[config.mk]
export PLATFORM = sky130hd
export DESIGN_NAME = sm_twi_engine
export DESIGN_NICKNAME = d
export VERILOG_FILES = /design/src/rtl/sm_twi_engine.sv
export SDC_FILE = /design/constraint.sdc
export NUM_CORES = 1
export LEC_CHECK = 0
export BUFFER_PORTS_ARGS = -buffer_cell sky130_fd_sc_hd__buf_2
export CORE_ASPECT_RATIO = 0.6
export CORE_UTILIZATION = 40
export DETAILED_ROUTE_END_ITERATION = 7
export PLACE_DENSITY = 0.62
export SETUP_SLACK_MARGIN = 0.2
export SYNTH_ARGS = -nofsm -noshare
export SYNTH_HDL_FRONTEND = slang
export SYNTH_SLANG_ARGS = --single-unit
export TNS_END_PERCENT = 30
[constraint.sdc]
create_clock -name clk -period 3.7 [get_ports clk]
set_input_delay 0.37 -clock clk [delete_from_list [all_inputs] [get_ports clk]]
set_output_delay 0.37 -clock clk [all_outputs]
set_load 0.02 [all_outputs]
[src/rtl/sm_twi_engine.sv]
// sm_twi_engine: single-clock I2C master engine. Runs one register write
// (START, addr+W, reg, data, STOP) or one register read (START, addr+W, reg,
// repeated START, addr+R, data, master NACK, STOP) per request.
module sm_twi_engine #(
  parameter int unsigned CLK_DIV = 4
) (
  input  logic       clk,
  input  logic       rst_n,
  input  logic [6:0] chip_addr,
  input  logic [7:0] reg_addr,
  input  logic [7:0] data_in,
  input  logic       wr,
  input  logic       rd,
  output logic [7:0] data_out,
  output logic       busy,
  output logic       done,
  output logic       nack,
  output logic       scl,
  output logic       sda_oe,
  input  logic       sda_i
);

  typedef enum logic [3:0] {
    IDLE, START, ADDR_W, REG, DATA_W, RSTART, ADDR_R, DATA_R, MACK, STOP
  } state_t;

  state_t      state, state_nx;
  logic [1:0]  phase, phase_nx;
  logic [3:0]  bitn, bitn_nx;
  logic [7:0]  qcnt;
  logic        tick;
  logic        accept, finish, set_nack;
  logic [6:0]  chip_q;
  logic [7:0]  reg_q, dat_q, rx_sh, tx_byte;
  logic        op_rd;
  logic        tx_bit;

  assign tick   = busy && (qcnt == 8'(CLK_DIV - 1));
  assign accept = (state == IDLE) && (wr || rd);

  // Quarter-period prescaler, held at zero whenever the engine is idle
  always_ff @(posedge clk or negedge rst_n) begin
    if (!rst_n)              qcnt <= '0;
    else if (!busy || tick)  qcnt <= '0;
    else                     qcnt <= qcnt + 8'd1;
  end

  // FSM state, quarter phase and bit index registers
  always_ff @(posedge clk or negedge rst_n) begin
    if (!rst_n) begin
      state <= IDLE;
      phase <= '0;
      bitn  <= '0;
    end else begin
      state <= state_nx;
      phase <= phase_nx;
      bitn  <= bitn_nx;
    end
  end

  // Next-state logic: phases advance on ticks, bit/byte decisions at end of q3
  always_comb begin
    state_nx = state;
    phase_nx = phase;
    bitn_nx  = bitn;
    finish   = 1'b0;
    set_nack = 1'b0;
    if (state == IDLE) begin
      if (wr || rd) begin
        state_nx = START;
        phase_nx = '0;
        bitn_nx  = '0;
      end
    end else if (tick) begin
      phase_nx = phase + 2'd1;
      if (phase == 2'd3) begin
        case (state)
          START:  begin state_nx = ADDR_W; bitn_nx = '0; end
          ADDR_W, REG, DATA_W, ADDR_R: begin
            if (bitn == 4'd8) begin
              bitn_nx = '0;
              if (sda_i) begin
                state_nx = STOP;
                set_nack = 1'b1;
              end else begin
                case (state)
                  ADDR_W:  state_nx = REG;
                  REG:     state_nx = op_rd ? RSTART : DATA_W;
                  ADDR_R:  state_nx = DATA_R;
                  default: state_nx = STOP;
                endcase
              end
            end else begin
              bitn_nx = bitn + 4'd1;
            end
          end
          RSTART: begin state_nx = ADDR_R; bitn_nx = '0; end
          DATA_R: begin
            if (bitn == 4'd7) begin
              state_nx = MACK;
              bitn_nx  = '0;
            end else begin
              bitn_nx = bitn + 4'd1;
            end
          end
          MACK:   state_nx = STOP;
          STOP: begin
            state_nx = IDLE;
            finish   = 1'b1;
          end
          default: state_nx = IDLE;
        endcase
      end
    end
  end

  // Request shadowing, status flags and receive shift register
  always_ff @(posedge clk or negedge rst_n) begin
    if (!rst_n) begin
      chip_q   <= '0;
      reg_q    <= '0;
      dat_q    <= '0;
      op_rd    <= 1'b0;
      busy     <= 1'b0;
      done     <= 1'b0;
      nack     <= 1'b0;
      rx_sh    <= '0;
      data_out <= '0;
    end else begin
      done <= finish;
      if (accept) begin
        chip_q <= chip_addr;
        reg_q  <= reg_addr;
        dat_q  <= data_in;
        op_rd  <= !wr;
        busy   <= 1'b1;
        nack   <= 1'b0;
      end
      if (set_nack) nack <= 1'b1;
      if (tick && phase == 2'd3 && state == DATA_R) rx_sh <= {rx_sh[6:0], sda_i};
      if (finish) begin
        busy <= 1'b0;
        if (op_rd && !nack) data_out <= rx_sh;
      end
    end
  end

  // Byte currently being shifted out, and its bit for this bit slot
  always_comb begin
    case (state)
      ADDR_W:  tx_byte = {chip_q, 1'b0};
      REG:     tx_byte = reg_q;
      DATA_W:  tx_byte = dat_q;
      ADDR_R:  tx_byte = {chip_q, 1'b1};
      default: tx_byte = '0;
    endcase
    tx_bit = tx_byte[3'd7 - bitn[2:0]];
  end

  // Pin decode from state and quarter phase; idle/reset leaves the bus released
  always_comb begin
    scl    = 1'b1;
    sda_oe = 1'b0;
    case (state)
      START: begin
        scl    = (phase != 2'd3);
        sda_oe = (phase != 2'd0);
      end
      RSTART: begin
        scl    = (phase == 2'd1) || (phase == 2'd2);
        sda_oe = phase[1];
      end
      STOP: begin
        scl    = (phase != 2'd0);
        sda_oe = (phase != 2'd3);
      end
      ADDR_W, REG, DATA_W, ADDR_R: begin
        scl    = phase[1];
        sda_oe = (bitn != 4'd8) && !tx_bit;
      end
      DATA_R, MACK: begin
        scl    = phase[1];
        sda_oe = 1'b0;
      end
      default: begin
        scl    = 1'b1;
        sda_oe = 1'b0;
      end
    endcase
  end

endmodule
# Word-level counts from Yosys, hierarchy flattened
# Cells that the tools add are included.
dict set report op_classes {
  addsub 4
  n_mux 40
  n_eq_ne 20
  n_reduce_logical 27
  n_lt_le_gt_ge 1
}
# operator n
set ops {}
lappend ops {{2-to-1 mux 4 bit} 13}
lappend ops {{case mux 8 bit (4 select lines)} 1}
lappend ops {{case mux 4 bit (3 select lines)} 2}
lappend ops {{equality test 4 x 3 -> 1 bit (second input constant)} 5}
lappend ops {{case mux 4 bit (5 select lines)} 1}
lappend ops {{2-to-1 mux 1 bit} 16}
lappend ops {{equality test 4 bit (second input constant)} 3}
lappend ops {{nonzero test 2 bit} 5}
lappend ops {{adder 8 x 1 -> 8 bit (second input constant)} 1}
lappend ops {{equality test 4 x 2 -> 1 bit (second input constant)} 2}
lappend ops {{equality test 8 x 2 -> 1 bit (second input constant)} 1}
lappend ops {{2-to-1 mux 8 bit} 1}
lappend ops {{case mux 1 bit (4 select lines)} 2}
lappend ops {{logical AND 1 bit} 6}
lappend ops {{2-to-1 mux 2 bit} 3}
lappend ops {{!= test 3 bit (second input constant)} 2}
lappend ops {{OR reduction 6 bit} 1}
lappend ops {{AND reduction 5 bit} 1}
lappend ops {{adder 4 x 1 -> 4 bit (second input constant)} 1}
lappend ops {{equality test 2 bit (second input constant)} 2}
lappend ops {{equality test 4 x 1 -> 1 bit (second input constant)} 1}
lappend ops {{zero test 1 bit} 4}
lappend ops {{zero test 4 bit} 1}
lappend ops {{< comparator 3 x 4 -> 1 bit (second input constant)} 1}
lappend ops {{13 further kinds} 16}
dict set report totals {
  out_inout_bits 13
  word_cells 105
  input_bits 28
  ff_bits 61
}

# Longest topological paths before layout
# Gate-level depths: netlist of the first run.
dict set report logic_depth {
  depth_word 8
  ltp_mapped 9
  ltp_nobuf 7
}

# Worst setup path after synthesis of the first run
# OpenSTA, ideal clock, no wires.
dict set report synth_path {
  path_type {register to register}
  start {reg qcnt[0]}
  end {reg data_out[0]}
  setup_time_ps 125
  path_stages_with_launch 7
  arrival_ps 2486
  path_buffers 0
  required_ps 3575
  path_slack_ps 1090
  synth_period_minus_slack_ps 2610
  cell_sequence {dfrtp_1 ha_1 or4b_4 or3_4 or3_4 nor3b_4 mux2_2}
}
dict set report synth_between {
  elab_chain_len 5
}
# element line
set synth_lines {}
lappend synth_lines {{from (decl)} 30} ;# logic [7:0] qcnt;
lappend synth_lines {{from (signal assigned)} 45} ;# else qcnt <= qcnt + 8'd1;
lappend synth_lines {{equality test 8 x 2 -> 1 bit} 38} ;# assign tick = busy && (qcnt == 8'(CLK_DIV - 1));
lappend synth_lines {{logical AND 1 bit} 38}
lappend synth_lines {{2-to-1 mux 1 bit} 74} ;# end else if (tick) begin
lappend synth_lines {{2-to-1 mux 1 bit} 68} ;# if (state == IDLE) begin
lappend synth_lines {{AND reduction 2 bit (no source line)} -}
lappend synth_lines {{to (signal assigned)} 143} ;# if (op_rd && !nack) data_out <= rx_sh;
lappend synth_lines {{to (decl)} 14} ;# output logic [7:0] data_out,
# No other way between the ends.
# A chain may end at the register's enable or synchronous reset.

# Worst setup path after layout of the first run
dict set report layout_path {
  start {reg state[1]}
  end {out sda_oe}
}
dict set report layout_between {
  elab_chain_len 7
  word_cells_on_any_way 14
  cone_classes {eq/ne (7); mux (4); reduce/logical (3)}
}
# element line
set layout_lines {}
lappend layout_lines {{from (decl)} 27} ;# state_t state, state_nx;
lappend layout_lines {{from (signal assigned)} 55} ;# state <= state_nx;
lappend layout_lines {{equality test 4 x 3 -> 1 bit or equality test 4 x 2 -> 1 bit (tied branches)} {150, 164}}
lappend layout_lines {{case mux 8 bit (4 select lines)} 150} ;# case (state)
lappend layout_lines {{binary-select mux 1 bit (select 3 bit)} 157} ;# tx_bit = tx_byte[3'd7 - bitn[2:0]];
lappend layout_lines {{2-to-1 mux 1 bit (not written as such)} 157}
lappend layout_lines {{zero test 1 bit} 179} ;# sda_oe = (bitn != 4'd8) && !tx_bit;
lappend layout_lines {{logical AND 1 bit} 179}
lappend layout_lines {{case mux 1 bit (4 select lines) (*)} 164} ;# case (state)
lappend layout_lines {{to (decl)} 19} ;# output logic sda_oe,
# Mark *: on every way between the ends. The rest lies on a longest branch, timed or not. The select of a mux whose other input is x is not followed.

==> results of run 1 <==
[state kept, by name (all words and copies together), names as in the netlist]
name      count
bitn          4
busy          1
chip_q        7
dat_q         8
data_out      8
done          1
nack          1
op_rd         1
phase         2
qcnt          8
reg_q         8
rx_sh         8
state         4
[critical path: stages, from the launching register on]
cell and delay [ns]:
dfrtp_1 0.94, and3b_1 0.39, nand2_1 0.07, a2111oi_0 0.39
nor4_1 0.11, a211o_1 0.31, buf_2 0.16
[cell usage after synthesis, drive strengths merged, types with 2 or more instances]
cell    instances
clkbuf         15
nor4            4
a22oi           4
or3             4
o31ai           2
inv             6
nor3            3
or2             3
xor2            3
o21ai          13
buf             2
ha              5
nand3           4
o32ai           3
nand4           2
xnor2           3
o22ai           3
and3            4
dfrtp          61
or3b            2
a41o            2
nand3b          3
nand2          91
and3b           4
o41ai           3
a21o            4
nand2b          2
nor2b           3
a21oi          12
nor2           21
mux2           16
o21a            3
a31oi           3
nor3b           2
[layout make-up]
class	count	area share
inverters	6	0.00614
clock inverters	6	0.0174
clock buffers	10	0.0624
well taps	104	0.0355
flip-flops and latches	61	0.416
multi-input cells	246	0.400
repair buffers	44	0.0628
[logic make-up after synthesis]
logic type	after synthesis
flops	61
simple gates	155
compound gates	63
buf+inv	23
xor+xnor	6
fa+ha+maj	5
mux	17
[path summary, 6_finish.rpt]
| path | depth (start not counted) | end | slack (ns) | start |
|---|---|---|---|---|
| worst min register to register | 1 | qcnt[0]$_DFF_PN0_ | 0.47 | qcnt[0]$_DFF_PN0_ |
| worst max-delay path | 6 | sda_oe | 0.61 | state[1]$_DFFE_PN0P_ |
| min in group clk | 3 | dat_q[6]$_DFFE_PN0P_ | 0.22 | data_in[6] |
| max in group asynchronous | 2 | reg_q[0]$_DFFE_PN0P_ | 2.72 | rst_n |
| worst max register to register | 6 | data_out[1]$_DFFE_PN0P_ | 0.88 | qcnt[0]$_DFF_PN0_ |
| worst min-delay path | 1 | reg_q[6]$_DFFE_PN0P_ | 0.11 | rst_n |
[power breakdown]
group | total (mW) | internal [mW] | switching, mW
Sequential | 0.669 | 0.669 | 0.000449
Clock | 0.814 | 0.519 | 0.295
Combinational | 0.0341 | 0.0138 | 0.0203
[layer usage]
| layer | GRT usage | routed length (um) | vias to the layer above |
|---|---|---|---|
| met3 | 0.0668 | 570 | 10 |
| met1 | 0.339 | 4020 | 1194 |
| met2 | 0.246 | 2750 | 92 |
| met4 | 0.0707 | 88 | 0 |
| met5 | 0 | 0 | - |
| li1 | - | - | 1226 |
==> reports/qor.yml, run 1 <==
final_util: 0.499
dieHeight_um: 70.0
synth_xor_xnor_area_share: 0.0171
synth_edf_count: 0
cts_root_buf: "clkbuf_16"
placed_cell_area_um2: 3380
finalWorstSetupSlack_ns: 0.610
max_freq_mhz: 324
clk_latency_ns: 0.34
syn_area_um2: 3080
drv_slew: 0
ant_nets: 0
syn_nets: 363
hold_buffers: 0
dieArea_um2: 8060
layout-drive-gt1-share: 0.231
min_path_type: "input port to asynchronous set/reset pin"
diodes: 0
final-hold-violation-count: 0
drtPass1Iterations: 5
rows: 24
netlist_instances: 330
post_cts_resize_count: 0
end_kind: "output port"
cp-start-kind: "register"
finalSetupTns_ns: 0
async_flop_share: 1.00
ys.flop_type: "dfrtp_1"
yosysWarnings: 0
path_clk_slew_ns: 0.05
cap_violations: 0
nFillCells: 703
yosysTopAreaCell: "dfrtp_1"
total_power_mw: 1.52
period_needed_ns: 3.09
fp.dieW_um: 115
synthTopCellsByArea: "dfrtp_1, nand2_1, mux2_2, nor2_1, ha_1"
status: "complete, no violations"
clk_path_buf_depth: 2
viasPerCell: 5.29
synth-compound-area-share: 0.139
gp_congestion: 0.878
grt_pass1_wl_um: 12500
vias: 2522
irDropWorstVdd_mv: 0.257
worst_slew_pin_slew_ns: 0.925
post-cts-setup-buffer-count: 0
grt_usage: 0.208
stdcell_area_um2: 3670
cts_tree: "built"
drc: 0
maxSlewHeadroom: 0.384
core_um2: 7360
fin_crit_sh: 0.835
cts_buffers: 9
cts_sinks: 61
globalRoute.totalOverflow: 0
rsz0062_at_grt: "false"
layout_common_cells: "nand2_1, dfrtp_1, buf_2"
dp_cells: 461
required_ns: 3.33
synth.avg_cell_area_um2: 9.33
drt_wl_total_um: 7430
dr.first_iter.drc_count: 230
grt_pass1_vias: 2371
dp_hpwl_um: 5300
synth_seq_cells: 61
p_leak_nw: 1.85
final_cells: 477
layout_commonest_cell: "nand2_1"
worst-setup-path-type: "register to output port"
multi_input_area_um2: 1470
hold_ws_ns: 0.109
synth_fa_ha_area_frac: 0.0203
worst_ep_arrival_time_ns: 2.72
routedWlPerCell_um: 15.6
seq_area_frac_synth: 0.496
critPathMaxFanout: 31
antenna_found_initial: 0
nNetsFinal: 401
port_buffers: 40
initial_utilization: 0.419
ios: 41
area_delta_synth_final_pct: 19.1
synth_top_family_by_area: "simple AND/OR/NAND/NOR gates"
yosysUniqueCellTypes: 53
skew_ns: 0.00503
place_ws_ns: 0.886
synth_mux_area_frac: 0.0618
p_per_area_nw_per_um2: 414
grt_max_degree: 34
synth_top_area_share: 0.496
ctsHtreeMaxLevel: 3
layout.area.seq_um2: 1530
finalSetupViolations: 0
synth-simple-area-share: 0.239
(Power assumes the default switching activity.)
==> inputs of run 2 (changes only) <==
Clock period 3.7 ns to 2.91 ns, I/O delays scaled along.
==> run 2 against run 1 <==
Highest routed layer unchanged. Combinational power grew 29%. Critical path type is now register to register. Die area is the same. Power grew 23%. Register-to-register slack lost 0.61 ns.
==> reports/qor.yml, run 2 (same netlist as run 1, synthesis figures left out) <==
antenna_found_initial: 0  # unchanged
drv_slew: 0  # unchanged
critPathMaxFanout: 8  # was 31
maxSlewHeadroom: 0.507  # was 0.384
required_ns: 3.13  # was 3.33 ns
core_um2: 7360  # unchanged
dieArea_um2: 8060  # unchanged
grt_pass1_vias: 2428  # was 2371
fin_crit_sh: 0.908
viasPerCell: 5.25  # was 5.29
cts_buffers: 9  # unchanged
cts_tree: "built"  # unchanged
ios: 41  # unchanged
holdCritStartpoint: "chip_addr[3]"
cpMostUsedCell: "or3_4"
grt_max_degree: 41  # was 34
ctsHtreeMaxLevel: 3  # unchanged
clk_path_buf_depth: 2  # unchanged
initial_utilization: 0.419  # unchanged
r2r_start: "qcnt[0]$_DFF_PN0_"  # unchanged
cts_root_buf: "clkbuf_16"  # unchanged
nFillCells: 687  # was 703
holdPathEnd: "chip_q[3]$_DFFE_PN0P_"
cap_violations: 0  # unchanged
drtPass1Iterations: 4  # was 5
placed_cell_area_um2: 3420  # was 3380 um2
gp_congestion: 0.862  # was 0.878
path_cells: "ha_4 > or4b_4 > or3_4 > or3_4 > nor3b_4 > buf_6 > mux2_2"  # was and3b_1 > nand2_1 > a2111oi_0 > nor4_1 > a211o_1 > buf_2
clk_latency_ns: 0.33  # was 0.34 ns
p_per_area_nw_per_um2: 493  # was 414 nW/um2
nNetsFinal: 414  # was 401
worst_slew_pin_slew_ns: 0.739  # was 0.925 ns
drt_wl_total_um: 7620  # was 7430 um
cp-start-kind: "register"  # unchanged
status: "complete, no violations"  # unchanged
ant_nets: 0  # unchanged
dr.first_iter.drc_count: 162  # was 230
regToRegSetupSlack_ns: 0.27  # was 0.88 ns
cts_sinks: 61  # unchanged
grt_usage: 0.210  # was 0.208
cp_num_buf_inv: 1  # unchanged
layout_commonest_cell: "nand2_1"  # unchanged
rows: 24  # unchanged
irDropWorstVdd_mv: 0.301  # was 0.257 mV
grt_pass1_wl_um: 12600  # was 12500 um
finalSetupTns_ns: 0  # unchanged
dp_hpwl_um: 5580  # was 5300 um
area_delta_synth_final_pct: 22.6  # was 19.1%
cp_top_family: "simple AND/OR/NAND/NOR gates"  # was flip-flops
slowest_delay_ns: 0.46  # was 0.94 ns
routedWlPerCell_um: 15.6  # about the same
p_leak_nw: 1.90  # was 1.85 nW
diodes: 0  # unchanged
drc: 0  # unchanged
final-hold-violation-count: 0  # unchanged
stdcell_area_um2: 3770  # was 3670 um2
period_needed_ns: 2.64
dieHeight_um: 70.0  # unchanged
path_clk_slew_ns: 0.06  # was 0.05 ns
globalRoute.totalOverflow: 0  # unchanged
finalSetupViolations: 0  # unchanged
port_buffers: 40  # unchanged
layout-drive-gt1-share: 0.269  # was 0.231
fp.dieW_um: 115  # unchanged
r2r_cells: 7  # was 6
worst-setup-path-type: "register to register"  # was register to output port
vias: 2572  # was 2522
max_freq_mhz: 378
critPathSlowestCell: "or4b_4"  # was dfrtp_1
min_path_type: "input port to register"  # was input port to asynchronous set/reset pin
worstReg2RegEnd: "data_out[1]$_DFFE_PN0P_"  # unchanged
end_kind: "register"  # was output port
layout_common_cells: "nand2_1, dfrtp_1, buf_2"  # unchanged
skew_ns: 0.00746  # was 0.00503 ns
worst_ep_arrival_time_ns: 2.86  # was 2.72 ns
worstHoldPathCells: 3
rsz0062_at_grt: "true"  # was false
run 2: cell types whose count changed in the layout (fill, tap and decap cells not counted):
cell,delta
ha_4,+1
clkbuf_1,-1
nor2b_1,-1
ha_1,-1
buf_6,+1
dfrtp_2,+3
dlygate4sd3_1,+1
clkinv_4,+1
bufinv_16,-1
buf_4,+11
nor2b_2,+1
inv_6,+1
dfrtp_1,-3
run 2: worst max path at each step:
stage                          from                       to  slack [ns]  depth (start not counted)
3_5_place_dp      qcnt[0]$_DFF_PN0_  data_out[4]$_DFFE_PN0P_        0.18                          7
6_report          qcnt[0]$_DFF_PN0_  data_out[1]$_DFFE_PN0P_        0.27                          7
3_3_place_gp      qcnt[0]$_DFF_PN0_  data_out[2]$_DFFE_PN0P_        0.27                          7
2_1_floorplan     qcnt[0]$_DFF_PN0_  data_out[0]$_DFFE_PN0P_        0.30                          6
4_1_cts        state[1]$_DFFE_PN0P_                   sda_oe        0.20                          7
5_1_grt        state[1]$_DFFE_PN0P_                   sda_oe        0.19                          7
run 2: repair_timing:
action / CTS / global route
resized for setup: 2 / 5
hold buffers: 1 / 0
buffers inserted: 0 / 6
hold endpoints to repair: 21 / 0
pin swaps: 0 / 1
setup endpoints to repair: 9 / 9
run 2: stage by stage:
step	util	setup WS (ns)	hold WS, ns	cells	power (mW)
after floorplan	-	0.300	-0.00459	330	0.871
after global placement	0.465	0.267	0.295	467	0.909
after detailed placement	0.465	0.184	0.292	467	0.909
after CTS	0.505	0.200	0.136	484	1.89
after global routing	0.513	0.192	0.149	490	1.94
final	0.513	0.268	0.149	490	1.86
run 2: routing by layer:
layer / track usage / wire length (um) / vias to the layer above
li1: - / - / 1256
met1: 0.323 / 3930 / 1230
met2: 0.264 / 2960 / 78
met3: 0.0816 / 656 / 8
met4: 0.0606 / 78 / 0
met5: 0 / 0 / -
run 2: power by group:
part | switching, mW | leakage [nW] | internal [mW] | total [mW]
clock | 0.388 | 0.132 | 0.577 | 0.965
sequential | 0.000562 | 0.831 | 0.850 | 0.850
combinational | 0.0257 | 0.942 | 0.0184 | 0.0441
run 2: area by class of cell:
type | count | area (um2) | area share
Sequential cell | 61 | 1530 | 0.405
Multi-Input combinational cell | 246 | 1480 | 0.392
Timing Repair Buffer | 57 | 334 | 0.0885
Clock buffer | 9 | 225 | 0.0597
Tap cell | 104 | 130 | 0.0345
Clock inverter | 7 | 51.3 | 0.0136
Inverter | 6 | 22.5 | 0.00597
run 2: tightest hold or removal path, stage by stage:
cell     delay (ns)
buf_2          0.07
nand2_1        0.04
nand2_1        0.04
